==> config.mk <==
export PLATFORM = sky130hd
export DESIGN_NAME = boot_loader
export DESIGN_NICKNAME = d
export VERILOG_FILES = /design/src/rtl/boot_loader_pkg.sv /design/src/rtl/boot_loader_seg_addr_counter.sv /design/src/rtl/boot_loader.sv
export SDC_FILE = /design/constraint.sdc
export NUM_CORES = 1
export LEC_CHECK = 0
export CAP_MARGIN = 20
export CORE_MARGIN = 10
export CORE_UTILIZATION = 38
export DETAILED_ROUTE_END_ITERATION = 8
export GPL_TIMING_DRIVEN = 0
export PLACE_DENSITY = 0.66
export SLEW_MARGIN = 0
export SYNTH_ARGS = -nofsm -noshare
export SYNTH_HDL_FRONTEND = slang
export SYNTH_HIERARCHICAL = 1
export SYNTH_SLANG_ARGS = --single-unit
==> constraint.sdc <==
create_clock -name clk -period 3.8 [get_ports clk]
set_input_delay 1.14 -clock clk [delete_from_list [all_inputs] [get_ports clk]]
set_output_delay 1.14 -clock clk [all_outputs]
set_load 0.02 [all_outputs]
==> src/rtl/boot_loader_pkg.sv <==
// Shared definitions for the boot loader: FSM state encodings, segment bases
// and segment size, plus the segment address helper.
package boot_loader_pkg;

  typedef enum logic [2:0] {
    ST_IDLE    = 3'd0,
    ST_LOAD    = 3'd1,
    ST_RELEASE = 3'd2,
    ST_RUN     = 3'd3,
    ST_ERROR   = 3'd4
  } state_t;

  localparam logic [31:0] TEXT_BASE = 32'h0000_0000;
  localparam logic [31:0] DATA_BASE = 32'h0000_2000;

  // One bit wider than the 11-bit word index so that "full" (2048) is representable.
  localparam int CNT_W = 12;
  localparam logic [CNT_W-1:0] SEG_WORDS = 12'd2048;

  function automatic logic [31:0] seg_addr(input logic [31:0] base, input logic [CNT_W-1:0] cnt);
    return base + {18'd0, cnt, 2'b00};
  endfunction

endpackage

==> src/rtl/boot_loader_seg_addr_counter.sv <==
// Word counter for one memory segment: clear, increment and full flag.
module seg_addr_counter
  import boot_loader_pkg::*;
(
  input  logic             clk,
  input  logic             reset,
  input  logic             clr,
  input  logic             inc,
  output logic [CNT_W-1:0] count,
  output logic             full
);

  logic [CNT_W-1:0] count_r;

  // Clear wins over increment so a final word rewinds the segment to its base.
  always_ff @(posedge clk) begin
    if (reset) begin
      count_r <= {CNT_W{1'b0}};
    end else if (clr) begin
      count_r <= {CNT_W{1'b0}};
    end else if (inc) begin
      count_r <= count_r + 12'd1;
    end else begin
      count_r <= count_r;
    end
  end

  assign count = count_r;
  assign full  = (count_r == SEG_WORDS);

endmodule

==> src/rtl/boot_loader.sv <==
// Streams a memory image into CPU memory (.text / .data segments), then
// releases the CPU from reset once go is seen.
module boot_loader
  import boot_loader_pkg::*;
(
  input  logic        clk,
  input  logic        reset,
  input  logic        start,
  input  logic        in_valid,
  output logic        in_ready,
  input  logic [31:0] in_data,
  input  logic        in_seg,
  input  logic        in_last,
  input  logic        go,
  output logic        mem_we,
  output logic [31:0] mem_addr,
  output logic [31:0] mem_wdata,
  output logic        cpu_reset,
  output logic        done,
  output logic        err
);

  state_t           state_r;
  state_t           state_s;
  logic             rel_cnt_r;
  logic             transfer_s;
  logic             sel_full_s;
  logic [CNT_W-1:0] sel_cnt_s;
  logic             wr_s;
  logic             ovf_s;
  logic             session_clr_s;
  logic [CNT_W-1:0] text_cnt_s;
  logic [CNT_W-1:0] data_cnt_s;
  logic             text_full_s;
  logic             data_full_s;

  assign in_ready      = (state_r == ST_LOAD) & ~go;
  assign transfer_s    = in_valid & in_ready;
  assign sel_full_s    = in_seg ? data_full_s : text_full_s;
  assign sel_cnt_s     = in_seg ? data_cnt_s : text_cnt_s;
  assign wr_s          = transfer_s & ~sel_full_s;
  assign ovf_s         = transfer_s & sel_full_s;
  assign session_clr_s = (state_r == ST_IDLE) & start;

  seg_addr_counter u_text_cnt (
    .clk   (clk),
    .reset (reset),
    .clr   (session_clr_s | (wr_s & ~in_seg & in_last)),
    .inc   (wr_s & ~in_seg & ~in_last),
    .count (text_cnt_s),
    .full  (text_full_s)
  );

  seg_addr_counter u_data_cnt (
    .clk   (clk),
    .reset (reset),
    .clr   (session_clr_s | (wr_s & in_seg & in_last)),
    .inc   (wr_s & in_seg & ~in_last),
    .count (data_cnt_s),
    .full  (data_full_s)
  );

  // State register and the two-cycle release timer.
  always_ff @(posedge clk) begin
    if (reset) begin
      state_r   <= ST_IDLE;
      rel_cnt_r <= 1'b0;
    end else begin
      state_r   <= state_s;
      rel_cnt_r <= (state_r == ST_RELEASE) ? (rel_cnt_r + 1'b1) : 1'b0;
    end
  end

  // Next-state logic; go takes priority over any word offered the same cycle.
  always_comb begin
    state_s = state_r;
    case (state_r)
      ST_IDLE: begin
        if (start) state_s = ST_LOAD;
        else       state_s = ST_IDLE;
      end
      ST_LOAD: begin
        if (go)         state_s = ST_RELEASE;
        else if (ovf_s) state_s = ST_ERROR;
        else            state_s = ST_LOAD;
      end
      ST_RELEASE: begin
        if (rel_cnt_r) state_s = ST_RUN;
        else           state_s = ST_RELEASE;
      end
      ST_RUN:   state_s = ST_RUN;
      ST_ERROR: state_s = ST_ERROR;
      default:  state_s = ST_IDLE;
    endcase
  end

  // Registered memory port and status; status follows the next state so it
  // changes on the same edge as the state itself.
  always_ff @(posedge clk) begin
    if (reset) begin
      mem_we    <= 1'b0;
      mem_addr  <= 32'd0;
      mem_wdata <= 32'd0;
      cpu_reset <= 1'b1;
      done      <= 1'b0;
      err       <= 1'b0;
    end else begin
      mem_we <= wr_s;
      if (wr_s) begin
        mem_addr  <= seg_addr(in_seg ? DATA_BASE : TEXT_BASE, sel_cnt_s);
        mem_wdata <= in_data;
      end else begin
        mem_addr  <= mem_addr;
        mem_wdata <= mem_wdata;
      end
      cpu_reset <= (state_s != ST_RUN);
      done      <= (state_s == ST_RUN);
      err       <= (state_s == ST_ERROR);
    end
  end

endmodule

## Word level (Yosys, flattened, before mapping)

Index checks and enable logic that the tools add are counted.

| cells by class | value |
|---|---|
| add/sub/neg operators | 4 |
| equal/unequal tests | 9 |
| mux-type cells | 8 |
| bitwise logic cells | 18 |
| reduce and logical (&&, ||, !) cells | 4 |

Operators with widths:

| kind | count |
|---|---|
| 12-bit by 1-bit adder with 12-bit output (second input constant) | 2 |
| 12-bit == test (second input constant) | 2 |
| 14-bit by 14-bit adder with 15-bit output | 1 |
| 3-bit case mux with 5 select lines | 1 |
| 14-bit two-way mux | 1 |
| 12-bit two-way mux | 1 |
| 1-bit bitwise AND | 11 |
| 3-bit by 2-bit == test with 1-bit output (second input constant) | 3 |
| 3-bit == test (second input constant) | 2 |
| 3-bit two-way mux | 2 |
| 2-bit OR reduction | 3 |
| 1-bit inverter | 5 |
| 3-bit by 1-bit == test with 1-bit output (second input constant) | 1 |
| 3-bit zero test | 1 |
| 1-bit two-way mux | 3 |
| 3-bit by 2-bit != test with 1-bit output (second input constant) | 1 |
| 1-bit OR | 2 |
| 1-bit adder (second input constant) | 1 |

| word-level totals | value |
|---|---|
| bits in registers | 96 |
| input port bits | 39 |
| output and inout bits | 69 |
| logic and storage cells | 53 |

## Logic depth before layout (Yosys ltp)

Gate-level depths: netlist (run 1).

| logic depth | value |
|---|---|
| depth in word-level cells | 8 |
| mapped depth | 11 |
| depth with buffers taken out | 9 |

## By module

Netlist (run 1), hierarchy kept.

Modules (own cells, without submodules):

| module | times used | cells each | area each (um^2) | sequential area each (um^2) |
|---|---|---|---|---|
| boot_loader | 1 | 274 | 2560.0 | 1061.0 |
| seg_addr_counter | 2 | 67 | 599.3 | 240.2 |

## Least setup slack after synthesis (run 1)

No wires, ideal clock.

| path | value |
|---|---|
| kind | input -> output |
| from | input go |
| to | output in_ready |
| arrival time | 2.004 ns |
| required time | 2.660 ns |
| path slack | 0.656 ns |
| stages | 4 |
| buffers on the path | 2 |
| cells stage by stage | or4b_1 > buf_4 > clkinv_4 > buf_4 |

| on the way | value |
|---|---|
| cells in the longest elaborated chain, start to end | 2 |

RTL lines:

| what | line | RTL |
|---|---|---|
| start: declaration | boot_loader.sv:14 | `input logic go,` |
| 1-bit inverter | boot_loader.sv:37 | `assign in_ready = (state_r == ST_LOAD) & ~go;` |
| 1-bit bitwise AND | boot_loader.sv:37 |  |
| end: declaration | boot_loader.sv:10 | `output logic in_ready,` |

Every way passes these cells.

## Worst setup path after layout (run 1)

Same ends and word-level chain as after synthesis.

==> results of run 1 <==
kinds of logic after synthesis:
family                     count (synthesis)  share of synthesized area [%]
other                                      1                         0.0998
xor gates and xnor gates                   8                           1.86
buffers and inverters                     66                           10.1
DFF                                       77                           41.0
AOI/OAI and AO/OA                        124                           23.3
adders and majority gates                  5                           1.66
and+or+nand+nor                          120                           20.0
muxes                                      7                           1.93
through the flow:
step	hold slack [ns]	power [mW]
5_1_grt	0.498	1.90
2_1_floorplan	0.448	0.970
3_3_place_gp	0.455	1.06
4_1_cts	0.471	1.84
6_report	0.468	1.82
3_5_place_dp	0.459	1.06
routing by layer:
metal  up-vias  GRT usage (%)  share of wire, %
met4         0           5.20               2.1
met2       114           23.3                46
li1       1746              -                 -
met1      1658           19.7                46
met5         -              0                 0
met3        16           4.39               6.1
cell usage in the layout (no fill, tap or decap), types with 11 or more instances in the layout:
cell type and count:
nor2_1 19, conb_1 19, dfxtp_1 77, nand2b_1 11
clkbuf_1 21, clkdlybuf4s50_1 87, a21oi_1 46, a22oi_1 11
o31ai_1 38, nand4_1 38, buf_4 23, nand2_1 11
worst max path at each step:
stage | to | slack [ns]
2_1_floorplan | in_ready | 0.66
3_3_place_gp | in_ready | -0.41
3_5_place_dp | in_ready | -0.42
4_1_cts | in_ready | 0.03
5_1_grt | u_data_cnt/count[10] | 0.08
6_report | in_ready | 0.17
cell type report:
type | count | area [sq um] | share of cell area (%)
inverters | 10 | 42.5 | 0.831
clock buffers | 9 | 124 | 2.42
repair buffers | 88 | 878 | 17.2
multi-input cells | 283 | 1910 | 37.2
well taps | 133 | 166 | 3.25
clock inverters | 7 | 130 | 2.54
plain buffers | 55 | 329 | 6.43
flip-flops and latches | 77 | 1540 | 30.1
power by group through the flow:
stage	Combinational (mW)	Sequential (mW)	Clock (mW)
after CTS	0.216	0.826	0.799
final	0.216	0.826	0.777
after global routing	0.235	0.828	0.833
after global placement	0.214	0.844	0
after detailed placement	0.216	0.845	0
after floorplan	0.115	0.855	0
state kept, by name, indices dropped and copies added, names as in the netlist:
name,cells
cpu_reset,1
done,1
err,1
mem_addr,13
mem_wdata,32
mem_we,1
rel_cnt_r,1
state_r,3
u_data_cnt/count,12
u_text_cnt/count,12
tightest hold or removal path: cells and delay by family (launching register included):
kind	cells	cell delay (ns)
DFF	1	0.31
AOI/OAI and AO/OA	2	0.12
what timing repair did:
action | 4_1_cts | 5_1_grt
setup endpoints to repair | 1 | 1
resized for setup | 4 | 1
buffers inserted | 0 | 0
cloned | 0 | 0
==> metrics.txt, run 1 <==
Detail Route Antenna Nets 0; P&R area growth vs syn 36.2%; Starting Density 38.8%; diode count 0; Place WS -0.415 ns; Hold Fails Final Rpt 0; syn_area_per_cell 9.21 sq um; Hold EP mem_wdata[30]; initial antenna violation count 0; WL/cell 16.7 um; synth cell count leaders 77 x dfxtp_1, 46 x a21oi_1, 38 x nand4_1, 38 x o31ai_1, 23 x buf_4; Main synth FF type dfxtp_1; asr flop ratio synth 0%; top-count cell post-synth dfxtp_1; Slowest-stage cell, CP or4b_1; CTS tree built; die area 14300 sq um; hold path start mem_wdata[30]; Tmin final 3.63 ns; cell area after layout 5120 sq um; origin of the critical flop-to-flop path u_text_cnt/count[3]; sequential power share 45.4%; CTS buffer count 9; Crit. End Element primary output; CP peak stage delay 0.46 ns; unrepaired setup endpoints after global routing false; sequential element share of the synthesized area 41.0%; DP Wirelength 8320 um; post-route insts no fill 662; Worst Skew 0.0125 ns; MaxCap Viol Count 0; CTS Buffer Depth 2; 1st-iter DRT viols 318; htree depth 3; clock latency at the later pin of the worst-skew pair 0.35 ns; static leakage 1.75 nW; Synth Register Bits 77; VDD IR max 0.000166 V; PD cells 355 nW/um^2; Via Count 3534; Placed Cells 647; Net Sw Frac 25.0%; die height 119 um; share of cells above drive strength 1 13.2%; Post-synth EDFFs 0; Setup TNS Final 0 ns; Clk network pwr share 42.7%; Remaining Overflow, GRT 0; Placement Cell Area 4870 sq um; critical path type in2out; reg2reg setup slack 0.81 ns; # IOs 108; critical path's most frequent cell buf_4; DRC errors left 0; post-synth top area cell dfxtp_1; top cells by area, synth dfxtp_1 41%, o31ai_1 7.6%, nand4_1 6.3%; Clock Tree Root clkbuf_8; Hold/Removal Path Class reg2reg; Max Clk Rate 0.276 GHz; Routability Congestion 0.870; Final Cycle Share 95.5%; Filler cells 909; final core occ 52.8%; routed wire length 11100 um; CP Data Arrival Time 2.49 ns; r2r endpoint u_text_cnt/count[8]; Syn Inst Count 408; setup violators final 0; post-route setup slack 0.172 ns; first-pass GRT wire length 17900 um; critical-path cell list clkdlybuf4s50_1, or4b_1, buf_4, clkinv_4, buf_4; Die Wd 119 um; Critical Path Stages 5; Worst Path Required 2.66 ns; crit path from go; YS warnings 6; Slew @ Worst Pin 0.689 ns; top cell type's share of synthesized area 41.0%; CP bufs+invs 4; Buffers on Ports 88; CP Max Fanout 13; Slew HR 52.7%; status finished clean; Pint 1.36 mW; Vias/cell 5.34; Yosys cell types 48; Largest delay share family, worst path buffers and inverters; largest net degree at the start of global routing 16; Gate power share 11.9%; First-pass DRT Iterations 4; critical path startpoint category primary input; vias in the first global route 3473; Hold Buf Count CTS 0; # rows 36; net switching power 0.454 mW; sinks on the clock net 77; Final nets 568; synthesized cell area 3760 sq um; Worst Reg2Reg Path Length in Cells 9; Hold Path Stages 2; clock slew seen by the registers of the worst setup and hold paths 0.08 ns; total global-route track usage 15.1%; total core area 9680 sq um; final slew viol count 0
Power figures use the tool's default switching activity.
==> run 2: changes to the inputs <==
- RECOVER_POWER: default -> 25
==> run 2 against run 1 <==
Against the previous run: cell count unchanged; via count up 1.0%; clock power up 0.5%; cell area unchanged; first-iteration DRC count down 2.2%; utilization unchanged; worst setup slack worse by 0.0026 ns; maximum frequency about the same; hold slack worse by 0.0029 ns; count of clock-buffer cells in the layout unchanged; flip-flop and latch count unchanged; die area unchanged; largest cell class unchanged.
==> metrics.txt, run 2 (synthesis results as in run 1) <==
Place WS -0.415 ns; largest net degree at the start of global routing 16; die area 14300 sq um; critical path type in2out; # IOs 108; most common cell after layout, fill and taps aside dfxtp_1; Detail Route Antenna Nets 0; net switching power 0.457 mW; max reg flops 32; Crit. End Element primary output; P&R area growth vs syn 36.2%; total global-route track usage 15.1%; Buffers on Ports 88; setup violators final 0; Remaining Overflow, GRT 0; Setup TNS Final 0 ns; sinks on the clock net 77; CTS Buffer Depth 2; vias in the first global route 3473; first-pass GRT wire length 17900 um; Routability Congestion 0.870; Clk network pwr share 42.9%; DRC errors left 0; Slew HR 52.3%; WL/cell 16.7 um; CP Data Arrival Time 2.49 ns; Hold/Removal Path Class reg2reg; Final Cycle Share 95.5%; Final nets 568; Starting Density 38.8%; commonest non-fill, non-tap cells in the layout 77 x dfxtp_1, 56 x clkdlybuf4s50_1, 46 x a21oi_1; CTS tree built; Pint 1.36 mW; Clock Tree Root clkbuf_8; status finished clean; share of cells above drive strength 1 13.2%; die height 119 um; unrepaired setup endpoints after global routing false; Hold Buf Count CTS 0; MaxCap Viol Count 0; Net Sw Frac 25.1%; diode count 0; # rows 36; clock latency at the later pin of the worst-skew pair 0.35 ns; htree depth 3; Overall Power 1.82 mW; 1st-iter DRT viols 311; post-route insts no fill 662; Filler cells 909; PD cells 356 nW/um^2; initial antenna violation count 0; Biggest register mem_wdata; DP Wirelength 8320 um; Gate power share 11.8%; Placement Cell Area 4870 sq um; Tmin final 3.63 ns; First-pass DRT Iterations 5; critical path startpoint category primary input; Worst Skew 0.0130 ns; post-route setup slack 0.170 ns; Placed Cells 647; Worst Path Required 2.66 ns; final slew viol count 0; CTS buffer count 9; Hold Fails Final Rpt 0; routed wire length 11100 um; reg2reg setup slack 0.84 ns; clock slew seen by the registers of the worst setup and hold paths 0.08 ns; largest registers mem_wdata (32), mem_addr (13); Slew @ Worst Pin 0.696 ns; VDD IR max 0.000170 V; Die Wd 119 um; static leakage 1.85 nW; Vias/cell 5.39; total core area 9680 sq um; CP Max Fanout 13; cell area after layout 5120 sq um; Via Count 3571; Max Clk Rate 0.275 GHz; sequential power share 45.3%
-- run 2: worst paths after layout --
path | endpoint | depth (start not counted) | startpoint
max | in_ready | 5 | go
min | mem_wdata[30] | 2 | mem_wdata[30]
max reg2reg | u_text_cnt/count[5] | 9 | u_text_cnt/count[3]
min reg2reg | mem_wdata[30] | 2 | mem_wdata[30]
-- run 2: critical path, stage by stage --
cell	delay [ns]
clkdlybuf4s50_1	0.41
or4b_1	0.46
buf_4	0.19
clkinv_4	0.12
buf_4	0.16
-- run 2: layer usage --
layer | vias to the layer above | wire length [um] | track usage, %
met5 | - | 0 | 0
met4 | 0 | 260 | 5.20
met3 | 23 | 782 | 4.39
met2 | 130 | 5050 | 23.3
met1 | 1665 | 4960 | 19.7
li1 | 1753 | - | -
-- run 2: power by group through the flow --
stage | combinational [mW] | sequential (mW) | clock (mW)
5_1_grt | 0.233 | 0.828 | 0.833
3_5_place_dp | 0.216 | 0.845 | 0
4_1_cts | 0.216 | 0.826 | 0.799
6_report | 0.214 | 0.825 | 0.781
3_3_place_gp | 0.214 | 0.844 | 0
2_1_floorplan | 0.115 | 0.855 | 0
-- run 2: cell type report --
type | count | area, sq um | area share, %
Tap cell | 133 | 166 | 3.25
Sequential cell | 77 | 1540 | 30.1
Multi-Input combinational cell | 283 | 1910 | 37.2
Clock inverter | 7 | 130 | 2.54
Buffer | 55 | 329 | 6.43
Clock buffer | 9 | 124 | 2.42
Inverter | 10 | 42.5 | 0.831
Timing Repair Buffer | 88 | 878 | 17.2
-- run 2: metrics by stage --
step                util, %  hold slack, ns
finish                 52.8           0.466
CTS                    52.9           0.471
global placement       50.3           0.455
floorplan                 -           0.448
global route           52.8           0.495
detailed placement     50.3           0.459
-- run 2: repair_timing --
| action | CTS | global route |
|---|---|---|
| gates resized for setup | 4 | 1 |
| endpoints found under the setup margin | 1 | 1 |
| endpoints found under the hold margin | 0 | 0 |
| buffers inserted | 0 | 0 |
